## src/rtl/rs_strobe_debounce.sv

```systemverilog
// rs_strobe_debounce: debounces raw set/reset buttons into one-cycle active-low set0/rst0 strobes.
// Latency: strobe low DEBOUNCE_CYCLES cycles after the first pressed sample (+2 with RS_DEBOUNCE_SYNC_EN).
// Backpressure: none; a set fire that coincides with an rst fire waits in pending_set for one cycle.
// Build option: define RS_DEBOUNCE_SYNC_EN to put a 2-flop synchronizer in front of each channel.
module rs_strobe_debounce #(
    parameter int DEBOUNCE_CYCLES = 8,
    parameter int CNT_W           = $clog2(DEBOUNCE_CYCLES + 1)
) (
    input  logic system_clock,
    input  logic system_reset,
    input  logic btn_set,
    input  logic btn_rst,
    output logic set0,
    output logic rst0,
    output logic set_held,
    output logic rst_held
);

    typedef enum logic [1:0] {
        S_IDLE    = 2'd0,
        S_PRESS   = 2'd1,
        S_HELD    = 2'd2,
        S_RELEASE = 2'd3
    } state_e;

    localparam logic [CNT_W-1:0] CNT_MAX = CNT_W'(DEBOUNCE_CYCLES);
    localparam logic [CNT_W-1:0] CNT_ONE = CNT_W'(1);
    // With a one-sample debounce the PRESS/RELEASE states are skipped entirely.
    localparam logic             SINGLE  = (DEBOUNCE_CYCLES == 1);

    // Channel index 0 = set button, 1 = rst button.
    logic [1:0]       smp;
    state_e           state_q [2];
    state_e           state_d [2];
    logic [CNT_W-1:0] cnt_q   [2];
    logic [CNT_W-1:0] cnt_d   [2];
    logic [CNT_W-1:0] cnt_inc [2];
    logic [1:0]       fire;
    logic [1:0]       held;
    logic             want_set;
    logic             pending_set_q, pending_set_d;
    logic             set0_q, set0_d;
    logic             rst0_q, rst0_d;

`ifdef RS_DEBOUNCE_SYNC_EN
    logic [1:0] sync1_q, sync2_q;

    // Two-flop synchronizer per button; the FSM only ever sees the second stage.
    always_ff @(posedge system_clock) begin
        if (system_reset) begin
            sync1_q <= '0;
            sync2_q <= '0;
        end else begin
            sync1_q <= {btn_rst, btn_set};
            sync2_q <= sync1_q;
        end
    end

    assign smp = sync2_q;
`else
    assign smp = {btn_rst, btn_set};
`endif

    // Channel state and debounce counter registers.
    always_ff @(posedge system_clock) begin
        for (int i = 0; i < 2; i++) begin
            if (system_reset) begin
                state_q[i] <= S_IDLE;
                cnt_q[i]   <= '0;
            end else begin
                state_q[i] <= state_d[i];
                cnt_q[i]   <= cnt_d[i];
            end
        end
    end

    // Saturating increment so the counter can never wrap past CNT_MAX.
    always_comb begin
        for (int i = 0; i < 2; i++) begin
            cnt_inc[i] = (cnt_q[i] == CNT_MAX) ? cnt_q[i] : cnt_q[i] + CNT_ONE;
        end
    end

    // Next-state logic: a level change is accepted after CNT_MAX consecutive equal samples.
    always_comb begin
        for (int i = 0; i < 2; i++) begin
            state_d[i] = state_q[i];
            cnt_d[i]   = cnt_q[i];
            case (state_q[i])
                S_IDLE: begin
                    if (smp[i]) begin
                        if (SINGLE) begin
                            state_d[i] = S_HELD;
                            cnt_d[i]   = CNT_MAX;
                        end else begin
                            state_d[i] = S_PRESS;
                            cnt_d[i]   = CNT_ONE;
                        end
                    end
                end
                S_PRESS: begin
                    if (smp[i]) begin
                        cnt_d[i] = cnt_inc[i];
                        if (cnt_inc[i] == CNT_MAX) begin
                            state_d[i] = S_HELD;
                        end
                    end else begin
                        state_d[i] = S_IDLE;
                        cnt_d[i]   = '0;
                    end
                end
                S_HELD: begin
                    if (!smp[i]) begin
                        if (SINGLE) begin
                            state_d[i] = S_IDLE;
                            cnt_d[i]   = '0;
                        end else begin
                            state_d[i] = S_RELEASE;
                            cnt_d[i]   = CNT_ONE;
                        end
                    end
                end
                S_RELEASE: begin
                    if (!smp[i]) begin
                        if (cnt_inc[i] == CNT_MAX) begin
                            state_d[i] = S_IDLE;
                            cnt_d[i]   = '0;
                        end else begin
                            cnt_d[i] = cnt_inc[i];
                        end
                    end else begin
                        state_d[i] = S_HELD;
                        cnt_d[i]   = '0;
                    end
                end
                default: begin
                    state_d[i] = S_IDLE;
                    cnt_d[i]   = '0;
                end
            endcase
        end
    end

    // Outputs: fire on entry to HELD from the not-held side; rst wins ties, set follows next cycle.
    always_comb begin
        for (int i = 0; i < 2; i++) begin
            held[i] = (state_q[i] == S_HELD) || (state_q[i] == S_RELEASE);
            fire[i] = ((state_q[i] == S_IDLE) || (state_q[i] == S_PRESS)) &&
                      (state_d[i] == S_HELD);
        end
        want_set      = pending_set_q | fire[0];
        set0_d        = 1'b1;
        rst0_d        = 1'b1;
        pending_set_d = 1'b0;
        if (fire[1]) begin
            rst0_d        = 1'b0;
            pending_set_d = want_set;
        end else if (want_set) begin
            set0_d = 1'b0;
        end
    end

    // Registered strobes and the deferred-set flag.
    always_ff @(posedge system_clock) begin
        if (system_reset) begin
            set0_q        <= 1'b1;
            rst0_q        <= 1'b1;
            pending_set_q <= 1'b0;
        end else begin
            set0_q        <= set0_d;
            rst0_q        <= rst0_d;
            pending_set_q <= pending_set_d;
        end
    end

    assign set0     = set0_q;
    assign rst0     = rst0_q;
    assign set_held = held[0];
    assign rst_held = held[1];

endmodule

```

## config.mk

```make
export PLATFORM = sky130hd
export DESIGN_NAME = rs_strobe_debounce
export DESIGN_NICKNAME = d
export VERILOG_FILES = /design/src/rtl/rs_strobe_debounce.sv
export SDC_FILE = /design/constraint.sdc
export NUM_CORES = 1
export LEC_CHECK = 0
export BUFFER_PORTS_ARGS = -buffer_cell sky130_fd_sc_hd__buf_2
export CAP_MARGIN = 20
export CORE_MARGIN = 3
export CORE_UTILIZATION = 53
export CTS_BUF_LIST = sky130_fd_sc_hd__clkbuf_8
export DETAILED_ROUTE_END_ITERATION = 10
export GPL_ROUTABILITY_DRIVEN = 1
export PLACE_DENSITY = 0.73
export SLEW_MARGIN = 40
export SYNTH_ARGS = -nofsm -noshare
export SYNTH_HDL_FRONTEND = slang
export SYNTH_SLANG_ARGS = --single-unit
```

## constraint.sdc

```tcl
create_clock -name system_clock -period 4.25 [get_ports system_clock]
set_clock_uncertainty 0.15 [all_clocks]
set_input_delay 0.85 -clock system_clock [delete_from_list [all_inputs] [get_ports system_clock]]
set_output_delay 0.85 -clock system_clock [all_outputs]
set_load 0.02 [all_outputs]
```

==> results of run 1 <==
[worst max-delay path, delay by kind of cell, from the launching register on]
kind	cells	cell delay [ns]
AO/OA/AOI/OAI	4	1.16
flip-flops	1	0.41
adder cells (fa/ha/maj)	1	0.24
buffers and inverters	1	0.11
[logic make-up after synthesis]
| logic type | Yosys count |
|---|---|
| XOR/XNOR | 3 |
| AND/OR/NAND/NOR | 34 |
| AO/OA/AOI/OAI | 26 |
| buffers and inverters | 9 |
| multiplexers | 2 |
| flip-flops | 15 |
| adder cells (fa/ha/maj) | 4 |
[worst paths after layout]
| path | start | endpoint | slack [ns] | cells past startpoint |
|---|---|---|---|---|
| max | cnt_q[0][0] | set0 | 2.08 | 6 |
| max reg2reg | cnt_q[0][0] | set0 | 2.08 | 6 |
| min reg2reg | state_q[1][0] | cnt_q[1][3] | 0.38 | 2 |
| min | state_q[1][0] | cnt_q[1][3] | 0.38 | 2 |
[per-layer routing]
| layer | vias to the layer above | share of wire (%) | GRT usage [%] |
|---|---|---|---|
| met5 | - | 0 | 0 |
| met4 | 0 | 0.67 | 8.77 |
| met3 | 2 | 5.9 | 3.56 |
| met2 | 24 | 45 | 27.0 |
| met1 | 331 | 49 | 26.2 |
| li1 | 357 | - | - |
[flip-flops by register name, indices dropped and copies added (netlist names)]
name and count:
state_q 4, rst0 1, cnt_q 8, pending_set_q 1, set0 1
[power groups by stage]
stage                     Sequential (mW)  Clock [mW]  Combinational (mW)
final                               0.147       0.114              0.0274
after global routing                0.147       0.124              0.0306
after CTS                           0.147       0.117              0.0272
after detailed placement            0.150           0              0.0269
after global placement              0.150           0              0.0261
after floorplan                     0.149           0              0.0203
[metrics by stage]
stage / instance area [um2] / cells / power (mW) / setup slack (ns) / util [%]
after floorplan: 825 / 93 / 0.169 / 2.32 / -
after global placement: 867 / 112 / 0.176 / 2.16 / 62.7
after detailed placement: 867 / 112 / 0.177 / 2.11 / 62.7
after CTS: 912 / 116 / 0.291 / 2.10 / 66.0
after global routing: 912 / 116 / 0.301 / 1.98 / 66.0
final: 912 / 116 / 0.288 / 2.08 / 66.0
[synthesized netlist by cell type, types with 4 or more instances]
| master | count |
|---|---|
| nor2_1 | 6 |
| inv_1 | 6 |
| a21oi_1 | 6 |
| nor2b_1 | 4 |
| nand2_1 | 4 |
| ha_1 | 4 |
| nand3b_1 | 4 |
| dfxtp_1 | 15 |
| nor3_1 | 5 |
[layout make-up]
type / instances / area, um2
inverter: 6 / 22.5
clock inverter: 1 / 3.75
fill: 106 / 470
multi-input combinational: 69 / 490
timing repair buffer: 7 / 35.0
clock buffer: 3 / 41.3
sequential: 15 / 300
tap: 15 / 18.8
[cells in the final DEF, fill, tap and decap left out, types with 2 or more instances in the layout]
| master | n |
|---|---|
| dfxtp_1 | 15 |
| inv_1 | 7 |
| buf_2 | 7 |
| nor2_1 | 6 |
| a21oi_1 | 6 |
| nor3_1 | 5 |
| nand3b_1 | 4 |
| nor2b_1 | 4 |
| nand2_1 | 4 |
| ha_1 | 4 |
| nand2b_1 | 3 |
| a211o_1 | 3 |
| nand3_1 | 3 |
| xnor2_1 | 3 |
| o21ai_0 | 3 |
| clkbuf_8 | 3 |
| mux2i_1 | 2 |
| a31oi_1 | 2 |
| nand4b_1 | 2 |
| a22oi_1 | 2 |
| a2bb2oi_1 | 2 |
==> qor.yml, run 1 <==
global_routing:
  grt_pass1_wl_mm: 2.82
  grt_usage_pct: 18.6
  first_global_vias: 650
  grt_overflow: 0
  grt_max_degree: 17
  antenna_found_initial: 0
synth:
  synth_top_family_by_area: "simple AND/OR/NAND/NOR gates"
  synth_simple_gate_area_share_pct: 25.0
  yosysTopAreaCell: "dfxtp_1"
  synthCells: 93
  synth-main-ff-cell: "dfxtp_1"
  synthAdderAreaFrac_pct: 6.07
  async_reset_ff_share_pct: 0
  yosysWarnings: 0
  yosys.area_share.xor_xnor_pct: 3.19
  synth-compound-area-share_pct: 22.8
  ys_types: 31
  syn_nets: 101
  synth_area_leaders: "dfxtp_1 (36%), ha_1 (6.1%), a21oi_1 (3.6%), nand3b_1 (3.6%), a211o_1 (3.2%)"
  ys_ff_latch: 15
  syn_area_per_cell_um2: 8.87
  synth_top_cell_area_share_pct: 36.4
  synth_seq_area_share_pct: 36.4
  synthMuxAreaShare_pct: 2.43
  synth_edf_count: 0
  synth_area_um2: 825
pwr:
  p_sw_share_pct: 24.3
  p_seq_share_pct: 51.1
  cellPowerDensity_nw_per_um2: 316
  combinationalPowerShare_pct: 9.5
  peakVddDrop_uv: 183
  power.leakage_nw: 0.357
  p_switching_mw: 0.0702
  clkPwrFrac_pct: 39.4
  intPower_mw: 0.218
cts:
  postCtsSetupBuffers: 0
  insertion_delay_ns: 0.24
  path_clk_slew_ns: 0.06
  clock_sinks: 15
  htree_num_levels: 1
  cts_max_path_buffers: 2
  cts_buffers: 3
  cts_tree: "done"
  cts_resized: 0
  cts_root_buffer: "clkbuf_8"
  cts_hold_buffers: 0
timing:
  hold_violations: 0
  rsz0062_at_grt: "false"
  drv_slew: 0
  fin_hold_ws_ns: 0.375
  fmax_mhz: 461
  fin_setup_tns_ns: 0
  max_slew.worst_pin.slew_ns: 0.462
  report.final.setup_viol: 0
  min_period_ns: 2.17
  slew_headroom_pct: 68.3
  post-route-period-util_pct: 51.0
die:
  rows: 13
  start_util_pct: 59.6
  ios: 8
  die_h_um: 45.4
  dieWidth_um: 45.4
  die_area_um2: 2060
  core_area_um2: 1380
worst_hold_path:
  hp-class: "reg2reg"
detailed_routing:
  vias: 714
  drc_errors: 0
  wl_per_cell_um: 14.2
  antenna_left: 0
  drt-vias-per-instance: 6.16
  routed_wl_mm: 1.64
  drtIter0Drc: 28
  firstDrtPassIters: 4
critical_path:
  cp-end-kind: "register"
  crit_chain: "inv_1 > ha_1 > a211o_1 > a221oi_2 > a31oi_1 > a211o_1"
  cp.required_ns: 4.23
  cpMostUsedCell: "a211o_1"
  cp_max_fo: 5
  slowest_delay_ns: 0.41
  worstSetupPathType: "reg2reg"
  crit_arrival_ns: 2.15
  start_kind: "register"
  worst_path_max_delay_cell: "dfxtp_1"
placement:
  post-dp-hpwl_mm: 1.12
  routabilityCongestion: 0.879
  portBuffers: 7
status:
  outcome: "completed"
run:
  cap_violations: 0
finish:
  nets: 110
  diodes: 0
  areaGrowthSynthToFinish_pct: 10.6
  drive_above_1_share_pct: 12.9
Note: power is estimated with default switching activity, not from simulation.
==> inputs of run 2 (changes only) <==
--- a/config.mk
+++ b/config.mk
@@ -12,7 +12,7 @@
 export CTS_BUF_LIST = sky130_fd_sc_hd__clkbuf_8
 export DETAILED_ROUTE_END_ITERATION = 10
 export GPL_ROUTABILITY_DRIVEN = 1
-export PLACE_DENSITY = 0.73
+export PLACE_DENSITY = 0.75
 export SLEW_MARGIN = 40
 export SYNTH_ARGS = -nofsm -noshare
 export SYNTH_HDL_FRONTEND = slang
==> constraint.sdc (replaced) <==
create_clock -name system_clock -period 1.84 [get_ports system_clock]
set_clock_uncertainty 0.15 [all_clocks]
set_input_delay 0.368 -clock system_clock [delete_from_list [all_inputs] [get_ports system_clock]]
set_output_delay 0.368 -clock system_clock [all_outputs]
set_load 0.02 [all_outputs]
==> run 2 against run 1 <==
Against the previous run: the flow now finishes with violations (setup timing); worst setup slack got worse by 2.1 ns; cell count rose by 11%; clock power is 150% higher; sequential cell count did not move; utilization grew 9.7 points; sequential power increased by 130%; hold slack got worse by 0.13 ns; critical path type unchanged; critical endpoint is now pending_set_q; highest routed layer unchanged.
==> qor.yml, run 2 (synthesis gave the netlist of run 1 again) <==
status:
  outcome: "finished, violations left"
  violations: "setup timing"
cts:
  cts_buffers: 3  # unchanged
  path_clk_slew_ns: 0.07  # about the same
  cts_max_path_buffers: 2  # unchanged
  insertion_delay_ns: 0.26  # +0.02 ns
  cts_root_buffer: "clkbuf_8"
  cts_hold_buffers: 0  # unchanged
  cts_tree: "done"
  htree_num_levels: 1  # unchanged
  clock_sinks: 15  # unchanged
critical_path:
  cp-end-kind: "register"
  worstSetupPathType: "reg2reg"
  cp_max_fo: 5  # unchanged
  crit_arrival_ns: 1.95  # -0.20 ns
  rr_startpoint: "cnt_q[1][0]"
  rr_endpoint: "pending_set_q"
  worst_r2r_path_depth: 6  # unchanged
  rrSetupSlack_ns: -0.05  # -2.13 ns
  start_kind: "register"
  cp.required_ns: 1.90  # -2.33 ns
timing:
  fin_setup_tns_ns: -0.0856  # -0.0856 ns
  max_slew.worst_pin.slew_ns: 0.390  # -0.0723 ns
  fin_ws_ns: -0.0522  # -2.13 ns
  report.final.setup_viol: 2  # +2
  slew_headroom_pct: 73.8  # +5.5 points
  fin_hold_ws_ns: 0.250  # -0.126 ns
  fmax_mhz: 528  # +15%
  post-route-period-util_pct: 103  # +52 points
  min_period_ns: 1.89  # -0.277 ns
  rsz0062_at_grt: "true"
  hold_violations: 0  # unchanged
  drv_slew: 0  # unchanged
pwr:
  p_total_mw: 0.710  # +150%
  power.leakage_nw: 0.418  # +17%
  peakVddDrop_uv: 575  # +210%
  cellPowerDensity_nw_per_um2: 679  # +110%
finish:
  final_util_pct: 75.7  # +9.7 points
  top_regs: "cnt_q: 8 flops, state_q: 4 flops"
  largest_reg_flops: 8  # unchanged
  nets: 123  # +12%
  diodes: 0  # unchanged
  areaGrowthSynthToFinish_pct: 26.9
  most-common-layout-cells: "buf_4 (13), dfxtp_1 (11), buf_2 (7), nor2_1 (6), a21oi_1 (6)"
  drive_above_1_share_pct: 32.5  # +20 points
  top_register: "cnt_q"
  final_common_cell: "buf_4"
detailed_routing:
  drtIter0Drc: 12  # -57%
  vias: 735  # +2.9%
  drc_errors: 0  # unchanged
  routed_wl_mm: 1.75  # +6.5%
  firstDrtPassIters: 3  # -1
  wl_per_cell_um: 13.6  # -4.3%
  drt-vias-per-instance: 5.70  # -7.4%
  antenna_left: 0  # unchanged
die:
  start_util_pct: 59.6  # unchanged
  rows: 13  # unchanged
  die_area_um2: 2060  # unchanged
  dieWidth_um: 45.4  # unchanged
  core_area_um2: 1380  # unchanged
  die_h_um: 45.4  # unchanged
  ios: 8  # unchanged
worst_hold_path:
  min_path_cells: 3  # +1
  hp-class: "in2reg"
  hp-start: "btn_rst"
  hold-path-endpoint: "state_q[1][1]"
global_routing:
  antenna_found_initial: 0  # unchanged
  grt_usage_pct: 19.5  # +0.93 points
  grt_overflow: 0  # unchanged
  grt_pass1_wl_mm: 2.75  # -2.7%
  first_global_vias: 646  # -0.62%
  grt_max_degree: 17  # unchanged
placement:
  dp_slack_ns: -0.0941  # -2.20 ns
  portBuffers: 7  # unchanged
  post-dp-hpwl_mm: 1.30  # +17%
  routabilityCongestion: 0.857  # -2.5%
run:
  cap_violations: 0  # unchanged
==> run 2: cell count changes in the layout (fill, tap and decap cells not counted), sizes merged <==
cell	delta
buf	+13
clkinvlp	+1
inv	-1
==> run 2: through the flow <==
| step | instance area (um2) | instances |
|---|---|---|
| 4_1_cts | 1040 | 129 |
| 6_report | 1050 | 129 |
| 3_5_place_dp | 978 | 124 |
| 2_1_floorplan | 846 | 93 |
| 5_1_grt | 1050 | 129 |
| 3_3_place_gp | 978 | 124 |
==> run 2: worst max-delay path by stage <==
stage,start,slack (ns),endpoint
finish,cnt_q[1][0],-0.05,pending_set_q
CTS,cnt_q[1][0],-0.05,pending_set_q
floorplan,cnt_q[1][0],0.01,pending_set_q
global route,cnt_q[1][0],-0.13,state_q[1][1]
detailed placement,cnt_q[1][1],-0.09,pending_set_q
global placement,cnt_q[1][0],-0.03,pending_set_q
==> run 2: critical path, cell delays in order, from the launching register on <==
cell	delay [ns]
dfxtp_2	0.36
inv_2	0.06
ha_4	0.15
a211o_1	0.24
a221o_1	0.35
nor3b_4	0.29
and4bb_1	0.23
==> run 2: timing repair <==
| action | CTS | global route |
|---|---|---|
| endpoints found under the hold margin | 0 | 0 |
| resized for setup | 2 | 1 |
| buffers inserted | 1 | 0 |
| setup endpoints to repair | 5 | 6 |
| pin swaps | 5 | 1 |
==> run 2: layout make-up <==
type                    instances  area, um2
inverters                       6       22.5
well taps                      15       18.8
fillers                       103        337
multi-input cells              69        518
repair buffers                 20        133
flip-flops and latches         15        305
clock buffers                   3       41.3
clock inverters                 1       7.51
==> run 2: power by group <==
part | total, mW | internal [mW] | switching [mW]
Combinational | 0.0898 | 0.0443 | 0.0454
Clock | 0.281 | 0.153 | 0.128
Sequential | 0.340 | 0.332 | 0.00727
Total | 0.710 | 0.529 | 0.181
==> run 2: metal layers <==
metal	track usage (%)	part of all wire [%]	up-vias
li1	-	-	383
met4	7.02	1.9	0
met2	29.2	43	13
met3	8.30	4.2	4
met1	24.8	51	335
met5	0	0	-
